`src/rtl/layer_serializer.sv`:
```
// Parallel-to-serial stage: captures NN neuron words when all are valid and replays them
// one word per cycle. Optional sticky overrun flag under LAYER_SER_OVERRUN_EN.
module layer_serializer #(
  parameter int unsigned NN        = 10,
  parameter int unsigned dataWidth = 16
) (
  input  logic                      clk,
  input  logic                      rst,
  input  logic [NN-1:0]             i_valid,
  input  logic [NN*dataWidth-1:0]   i_data,
  output logic                      x_valid,
  output logic [dataWidth-1:0]      x_out,
  output logic                      x_last,
  output logic                      busy
`ifdef LAYER_SER_OVERRUN_EN
  , output logic                    overrun
`endif
);

  localparam int unsigned CNT_W = (NN > 1) ? $clog2(NN) : 1;
  localparam logic [CNT_W-1:0] LAST_IDX = CNT_W'(NN - 1);

  typedef enum logic {IDLE, SHIFT} state_t;

  state_t                    state_q, state_d;
  logic [CNT_W-1:0]          cnt_q, cnt_d;
  logic [NN*dataWidth-1:0]   data_q, data_d;
  logic                      x_valid_q, x_valid_d;
  logic [dataWidth-1:0]      x_out_q, x_out_d;
  logic                      x_last_q, x_last_d;
  logic                      busy_q, busy_d;
`ifdef LAYER_SER_OVERRUN_EN
  logic                      overrun_q, overrun_d;
`endif

  logic                      capture_c;
  logic                      at_last_c;
  logic [CNT_W-1:0]          cnt_inc_c;

  assign capture_c = &i_valid;
  assign at_last_c = (cnt_q == LAST_IDX);
  assign cnt_inc_c = cnt_q + CNT_W'(1);

  function automatic logic [dataWidth-1:0] word_at(input logic [NN*dataWidth-1:0] v,
                                                   input logic [CNT_W-1:0]        idx);
    return v[32'(idx)*dataWidth +: dataWidth];
  endfunction

  // Next-state and registered-output decode; the output regs carry the word shown next cycle.
  always_comb begin
    state_d   = state_q;
    cnt_d     = cnt_q;
    data_d    = data_q;
    x_valid_d = 1'b0;
    x_out_d   = '0;
    x_last_d  = 1'b0;
`ifdef LAYER_SER_OVERRUN_EN
    overrun_d = overrun_q;
`endif
    case (state_q)
      IDLE: begin
        if (capture_c) begin
          data_d    = i_data;
          cnt_d     = '0;
          state_d   = SHIFT;
          x_valid_d = 1'b1;
          x_out_d   = word_at(i_data, '0);
        end
      end
      SHIFT: begin
        if (at_last_c) begin
          if (capture_c) begin
            data_d    = i_data;
            cnt_d     = '0;
            x_valid_d = 1'b1;
            x_out_d   = word_at(i_data, '0);
          end else begin
            cnt_d   = '0;
            state_d = IDLE;
          end
        end else begin
          cnt_d     = cnt_inc_c;
          x_valid_d = 1'b1;
          x_out_d   = word_at(data_q, cnt_inc_c);
          x_last_d  = (cnt_inc_c == LAST_IDX);
`ifdef LAYER_SER_OVERRUN_EN
          if (capture_c) overrun_d = 1'b1;
`endif
        end
      end
      default: begin
        state_d = IDLE;
        cnt_d   = '0;
      end
    endcase
    busy_d = x_valid_d;
  end

  always_ff @(posedge clk) begin
    if (rst) begin
      state_q   <= IDLE;
      cnt_q     <= '0;
      x_valid_q <= 1'b0;
      x_out_q   <= '0;
      x_last_q  <= 1'b0;
      busy_q    <= 1'b0;
`ifdef LAYER_SER_OVERRUN_EN
      overrun_q <= 1'b0;
`endif
    end else begin
      state_q   <= state_d;
      cnt_q     <= cnt_d;
      x_valid_q <= x_valid_d;
      x_out_q   <= x_out_d;
      x_last_q  <= x_last_d;
      busy_q    <= busy_d;
`ifdef LAYER_SER_OVERRUN_EN
      overrun_q <= overrun_d;
`endif
    end
  end

  // Capture register contents are don't-care after reset.
  always_ff @(posedge clk) begin
    data_q <= data_d;
  end

  assign x_valid = x_valid_q;
  assign x_out   = x_out_q;
  assign x_last  = x_last_q;
  assign busy    = busy_q;
`ifdef LAYER_SER_OVERRUN_EN
  assign overrun = overrun_q;
`endif

endmodule
```
`config.mk`:
```
export PLATFORM = sky130hd
export DESIGN_NAME = layer_serializer
export DESIGN_NICKNAME = d
export VERILOG_FILES = /design/src/rtl/layer_serializer.sv
export SDC_FILE = /design/constraint.sdc
export NUM_CORES = 1
export LEC_CHECK = 0
export CORE_AREA = 4 4 112 136
export CTS_CLUSTER_SIZE = 10
export DETAILED_ROUTE_END_ITERATION = 10
export DIE_AREA = 0 0 116 140
export PLACE_DENSITY = 0.86
export SYNTH_ARGS = -nofsm -noshare
export SYNTH_HDL_FRONTEND = slang
export SYNTH_SLANG_ARGS = --single-unit
```
`constraint.sdc`:
```
create_clock -name clk -period 29.8 [get_ports clk]
set_clock_uncertainty 0.2 [all_clocks]
set_input_delay 4.47 -clock clk [delete_from_list [all_inputs] [get_ports clk]]
set_output_delay 4.47 -clock clk [all_outputs]
set_load 0.005 [all_outputs]
```
# --- After elaboration in Yosys (flattened, before gate mapping) ---
# Index checks and enable logic that the tools add are counted.
totals:
  in_bits: 172
  register_bits: 182
  word_cells: 26
op_classes:
  n_mux: 12
  shift: 1
  bitwise: 1
  eq_ne: 4
  add_sub_neg: 1
  n_reduce_logical: 2
op_table:
  columns: ["cell", "n"]
  rows:
  - ["160-bit 2-to-1 mux", 2]
  - ["160-bit case mux with 2 select lines", 1]
  - ["160-bit by 9-bit indexed part select with 16-bit output", 1]
  - ["16-bit 2-to-1 mux", 2]
  - ["16-bit case mux with 2 select lines", 1]
  - ["10-bit AND reduction", 1]
  - ["4-bit == test, second input constant", 2]
  - ["4-bit 2-to-1 mux", 2]
  - ["4-bit case mux with 2 select lines", 1]
  - ["4-bit by 1-bit adder with 4-bit output, second input constant", 1]
  - ["3-bit OR reduction", 1]
  - ["1-bit 2-to-1 mux", 2]
  - ["2-bit by 1-bit inequality test with 1-bit output, second input constant", 1]
  - ["2-bit inequality test, second input constant", 1]
  - ["1-bit case mux with 2 select lines", 1]
  - ["1-bit inverter", 1]

# --- Depth between registers and ports, before layout ---
# Gate-level depths: netlist of run 1.
logic_depth:
  ltp_word: 4
  ltp_mapped: 8
  mapped_depth_nobuf: 7

# --- Least setup slack after synthesis of run 1 ---
# No wires, ideal clock.
synth_timing:
  path_type: "input port to flip-flop"
  start: "input port i_valid[6]"
  end: "register data_q[0], enable pin"
  path_buffers: 1
  t_arrival_ns: 12.755
  slack_ns: 16.111
  setup_ns: 0.734
  cell_stages: 4
  cell_sequence: "nand4_1 or3_1 buf_2 a21oi_1"
synth_rtl:
  columns: ["item", "line_no", "rtl"]
  rows:
  - ["start, declared", "9", "input logic [NN-1:0] i_valid,"]
  - ["end signal, assigned", "125", "data_q <= data_d;"]
  - ["end, declared", "27", "logic [NN*dataWidth-1:0] data_q, data_d;"]

==> reports/results.txt, run 1 <==
Placed Cells - 770
latest clock arrival within the worst-skew pair - 0.42 ns
WL final - 16900 µm
crit share post-route - 25.3%
register bit total from synthesis - 182
met3 usage - 4.80%
vias in the first global route - 4770
die area - 16200 µm²
number of port buffers - 190
first-pass GRT wire length - 25300 µm
RSZ-0062 raised after global routing - no
final slew viol count - 0
Post-DP HPWL - 11800 µm
Worst-Margin Slew - 1.28 ns
Placement Setup Slack - 21.78 ns
GR peak layer - met2
Synth Net Count - 599
FF/Latch Area - 5250 µm²
met2 Use GR - 36.6%
DRT antenna net count - 0
FP Rows - 48
CTS clock-pin slew for the worst setup and hold paths - 0.07 ns
Post-Syn Area - 7130 µm²
yosys warns - 0
# nets final - 789
Setup Buffers After CTS - 0
Fin. Hold Viols - 0
fin cells - 802
DR iter-0 viols - 280
setup total negative slack - 0 ns
CTS Buf Count - 17
Crit. End Element - register
number of max-cap violations - 0
commonest non-fill, non-tap cell in the layout - clkdlybuf4s50_1
synthesized area per cell - 16.8 µm²
top cell type's share of synthesized area - 67.4%
Synth Instances - 424
setup violators final - 0
core area - 14100 µm²
die width - 116 µm
WS Path Type - primary input to register
status - complete, no violations
Vias per Instance - 5.50
slowest cell delay on critical path - 0.98 ns
share of cells above drive strength 1 - 8.79%
Power Density - 55.2 nW/µm²
Clock Sinks - 182
htree depth - 4
Slew HR - 14.4%
gr usage total - 21.1%
Clk Tree Root Cell - clkbuf_16
post-synth top area cell - edfxtp_1
Post-synth ARST share - 0%
CTS Hold Bufs - 0
Worst Path Required - 29.64 ns
cts repair resizes - 0
area grow syn2layout - 36.7%
setup ws final - 22.26 ns
initial antenna violation count - 0
Initial Util - 50.8%
Seq/Total Area, Yosys - 73.5%
ys flop type - edfxtp_1
DR vias - 4407
Distinct cells, synth - 37
Worst Hold Class - register to register
DRC Markers - 0
total power - 0.538 mW
largest fanout on the critical path - 90
most frequent cells in the layout - 190 x clkdlybuf4s50_1, 160 x edfxtp_1, 80 x mux2i_1, 35 x nand2_1, 23 x a22oi_1
Max Root-Sink Buffers - 2
GP Congestion - 0.887
CP Cell Sequence - clkdlybuf4s50_1 -> nand4_1 -> or3_1 -> a21oi_4 -> buf_4 -> buf_4
CP Launch Type - primary input
top post-synthesis cells by area - edfxtp_1 67%, mux2i_1 11%, dfxtp_1 6.2%
grt total ovfl - 0
area of the multi-input gates - 1730 µm²
Fillers - 912
met1 global-route usage - 24.4%
Worst Path Arrival - 7.38 ns
Avg WL per Cell - 21.1 µm
CTS tree - yes
Period minus WS final - 7.54 ns
f_max - 133 MHz
I/O pin count - 191
drt first pass iters - 4
Crit path top cell by count - buf_4
worst hold slack - 0.390 ns
Crit-path slowest cell - buf_4
number of flops mapped to enable cells by yosys - 160
Die Y - 140 µm
largest net degree at the start of global routing - 91
Max rail drop VDD - 0.0000352 V
Leakage Power - 3.13 nW
-- layer usage --
metal / vias to the layer above / part of all wire [%]
met5: - / 0
met4: 0 / 4.1
met3: 42 / 5.9
met2: 200 / 53
met1: 2127 / 37
li1: 2038 / -
-- registers in the layout, indices dropped and copies added (netlist names) --
register / count
busy: 1
cnt_q: 4
data_q: 160
x_last: 1
x_out: 16
-- report_power, final --
part | switching [mW] | internal (mW) | total (mW)
sequential | 0.0000459 | 0.277 | 0.277
clock | 0.0955 | 0.141 | 0.236
combinational | 0.00509 | 0.0197 | 0.0248
-- area by class of cell --
class                           instances  share of cell area (%)
Timing Repair Buffer                  193                    19.7
Tap cell                              175                    2.24
Sequential cell                       182                    53.8
Multi-Input combinational cell        217                    17.7
Antenna cell                            1                  0.0257
Clock buffer                           17                    4.36
Clock inverter                         14                    2.01
Inverter                                3                   0.115
-- final timing paths --
path	slack, ns	cells after the start	to	startpoint
worst max-delay path	22.26	6	data_q[148]	i_valid[6]
worst min-delay path	0.39	1	cnt_q[1]	cnt_q[1]
worst max register to register	26.23	6	data_q[148]	cnt_q[0]
worst min register to register	0.39	1	cnt_q[1]	cnt_q[1]
-- metrics by stage --
step           util, %  instance area, µm²
4_1_cts           69.4                9750
3_3_place_gp      65.0                9130
6_report          69.4                9750
3_5_place_dp      65.0                9130
5_1_grt           69.4                9750
2_1_floorplan        -                7130
-- cells by family (layout without fill, tap and decap cells) --
kind of cell | Yosys count | in the layout | synth area share [%]
xor+xnor | 3 | 3 | 0.474
buf+inv | 25 | 227 | 2.54
other cells | 0 | 1 | 0
fa+ha+maj | 3 | 3 | 0.526
flops | 182 | 182 | 73.5
compound gates | 57 | 57 | 6.81
mux | 80 | 80 | 11.2
simple gates | 74 | 74 | 4.89
-- critical path, delay by kind of cell --
| kind | cells | cell delay [ns] |
|---|---|---|
| compound gates | 1 | 0.15 |
| buf+inv | 3 | 2.12 |
| simple gates | 2 | 0.59 |
-- Yosys cell counts, drive strengths merged, types with 3 or more instances --
cell type and instances:
dfxtp 22, inv 3, buf 19, clkbuf 3, nand2 36, mux2i 80, xnor2 3, a32oi 15
and2 3, edfxtp 160, ha 3, o21ai 3, nor2 22, a22oi 33
No activity file was read; power rests on OpenSTA's default activity.
==> inputs of run 2 (changes only) <==
- CORE_AREA: 4 4 112 136 -> 4 4 122 147
- DIE_AREA: 0 0 116 140 -> 0 0 126 151
- PLACE_DENSITY: 0.86 -> 0.77
- clock period: 29.8 -> 6.4 ns (I/O delays scaled with it)
==> reports/results.txt, run 2 (synthesis gave the netlist of run 1 again) <==
fin cells - 844 (+5.2%)
core area - 16700 µm² (+19%)
DRT antenna net count - 0 (unchanged)
finished layout cell area - 9780 µm² (+0.24%)
f_max - 312 MHz
WS Path Type - register to register
max FFs per register - 160 (unchanged)
WL final - 16500 µm (-2.4%)
Clock power frac - 41.9% (-2.0 points)
Clock Sinks - 182 (unchanged)
setup total negative slack - 0 ns (unchanged)
Avg WL per Cell - 19.6 µm (-7.2%)
number of port buffers - 190 (unchanged)
area of the multi-input gates - 1730 µm² (+0.14%)
CP Launch Type - register
share of cells above drive strength 1 - 9.08% (+0.29 points)
Clk Tree Root Cell - clkbuf_16
DR iter-0 viols - 260 (-7.1%)
Leakage Power - 3.13 nW (about the same)
Slew HR - 31.4% (+17 points)
Worst Hold Class - register to register
cts repair resizes - 0 (unchanged)
drt first pass iters - 4 (unchanged)
CTS clock-pin slew for the worst setup and hold paths - 0.07 ns (about the same)
Setup Buffers After CTS - 0 (unchanged)
CTS Hold Bufs - 0 (unchanged)
Antenna Cells - 0 (-1)
# nets final - 790 (+0.13%)
Initial Util - 42.8% (-7.9 points)
register bank with the most flops - data_q
Max rail drop VDD - 0.000190 V (+440%)
largest fanout on the critical path - 41 (-54%)
die area - 19000 µm² (+17%)
sw frac - 19.0% (+0.33 points)
first-pass GRT wire length - 24600 µm (-2.6%)
area grow syn2layout - 37.1%
total power - 2.42 mW (+350%)
DR vias - 4325 (-1.9%)
Die Y - 151 µm (+7.9%)
largest net degree at the start of global routing - 83 (-8.8%)
Vias per Instance - 5.12 (-6.7%)
Switch Pwr - 0.460 mW (+360%)
htree depth - 4 (unchanged)
setup violators final - 0 (unchanged)
Worst-Margin Slew - 1.03 ns (-0.251 ns)
FF/Latch Area - 5250 µm² (unchanged)
Post-DP HPWL - 11700 µm (-0.84%)
number of max-cap violations - 0 (unchanged)
Max Root-Sink Buffers - 2 (unchanged)
DRC Markers - 0 (unchanged)
Fillers - 1332 (+46%)
Int Power - 1.96 mW (+350%)
Crit. End Element - register
most frequent cells in the layout - 190 x clkdlybuf4s50_1, 160 x edfxtp_1, 80 x mux2i_1, 35 x nand2_1, 23 x a22oi_1
final slew viol count - 0 (unchanged)
Post-Place Cell Area - 9190 µm² (+0.67%)
Power Density - 247 nW/µm² (+350%)
Period minus WS final - 3.21 ns
CTS Buf Count - 17 (unchanged)
grt total ovfl - 0 (unchanged)
latest clock arrival within the worst-skew pair - 0.42 ns (about the same)
GP Congestion - 0.814 (-8.2%)
FP Rows - 52 (+8.3%)
initial antenna violation count - 0 (unchanged)
sequential share of power - 53.4% (+1.9 points)
CTS tree - yes
die width - 126 µm (+8.6%)
gr usage total - 17.3% (-3.8 points)
Worst Path Required - 6.51 ns (-23.13 ns)
Placed Cells - 812 (+5.5%)
Worst Path Arrival - 3.32 ns (-4.06 ns)
crit share post-route - 50.2%
status - complete, no violations
RSZ-0062 raised after global routing - no
commonest non-fill, non-tap cell in the layout - clkdlybuf4s50_1
Comb pwr share - 4.7% (about the same)
vias in the first global route - 4601 (-3.5%)
Fin. Hold Viols - 0 (unchanged)
I/O pin count - 191 (unchanged)
[run 2: changes by cell type in the layout (fill, tap and decap cells not counted)]
cell / before / now
buf_4: 3 / 4
bufinv_16: 4 / 1
clkbuf_1: 0 / 1
clkbuf_8: 0 / 3
clkinv_2: 2 / 1
clkinv_4: 0 / 6
clkinvlp_4: 3 / 0
diode_2: 1 / 0
inv_6: 5 / 2
inv_8: 0 / 1
nor2_1: 20 / 19
nor2_2: 2 / 3
[run 2: stage by stage]
stage / utilization (%) / hold WS [ns] / setup slack, ns
6_report: 58.7 / 0.399 / 3.19
5_1_grt: 58.7 / 0.410 / 2.98
4_1_cts: 58.7 / 0.394 / 3.15
3_5_place_dp: 55.2 / 0.372 / 2.77
3_3_place_gp: 55.2 / 0.355 / 2.90
2_1_floorplan: - / 0.311 / 1.62
[run 2: power by group through the flow]
stage	Combinational, mW	Sequential [mW]	Clock [mW]
after CTS	0.115	1.29	1.04
after detailed placement	0.114	1.32	0
after floorplan	0.00251	1.32	0
after global routing	0.119	1.29	1.09
final	0.114	1.29	1.01
after global placement	0.114	1.32	0
[run 2: area by class of cell]
| type | count | share of cell area (%) |
|---|---|---|
| clock inverters | 11 | 1.19 |
| clock buffers | 21 | 4.81 |
| inverters | 3 | 0.115 |
| repair buffers | 194 | 19.8 |
| flip-flops and latches | 182 | 53.6 |
| multi-input cells | 217 | 17.7 |
| well taps | 216 | 2.76 |
[run 2: final timing paths]
| check | start | to | slack [ns] | cells after the start |
|---|---|---|---|---|
| worst max-delay path | cnt_q[0] | x_out[7] | 3.19 | 8 |
| worst min-delay path | cnt_q[3] | cnt_q[3] | 0.40 | 2 |
| worst max register to register | cnt_q[0] | x_out[7] | 3.19 | 8 |
| worst min register to register | cnt_q[3] | cnt_q[3] | 0.40 | 2 |
[run 2: per-layer routing]
| metal | routed length, µm | share of wire (%) | vias to the layer above | global-route usage [%] |
|---|---|---|---|---|
| li1 | - | - | 2035 | - |
| met5 | 0 | 0 | - | 0 |
| met4 | 447 | 2.7 | 0 | 7.67 |
| met3 | 931 | 5.6 | 30 | 4.48 |
| met2 | 8850 | 54 | 160 | 31.2 |
| met1 | 6280 | 38 | 2100 | 19.3 |
[run 2: worst max-delay path, stage by stage (launching register included)]
cell     delay (ns)
dfxtp_1        0.31
buf_4          0.34
inv_1          0.17
ha_4           0.59
buf_4          0.64
mux2i_1        0.35
a22oi_1        0.10
a32oi_1        0.27
nand2_1        0.08
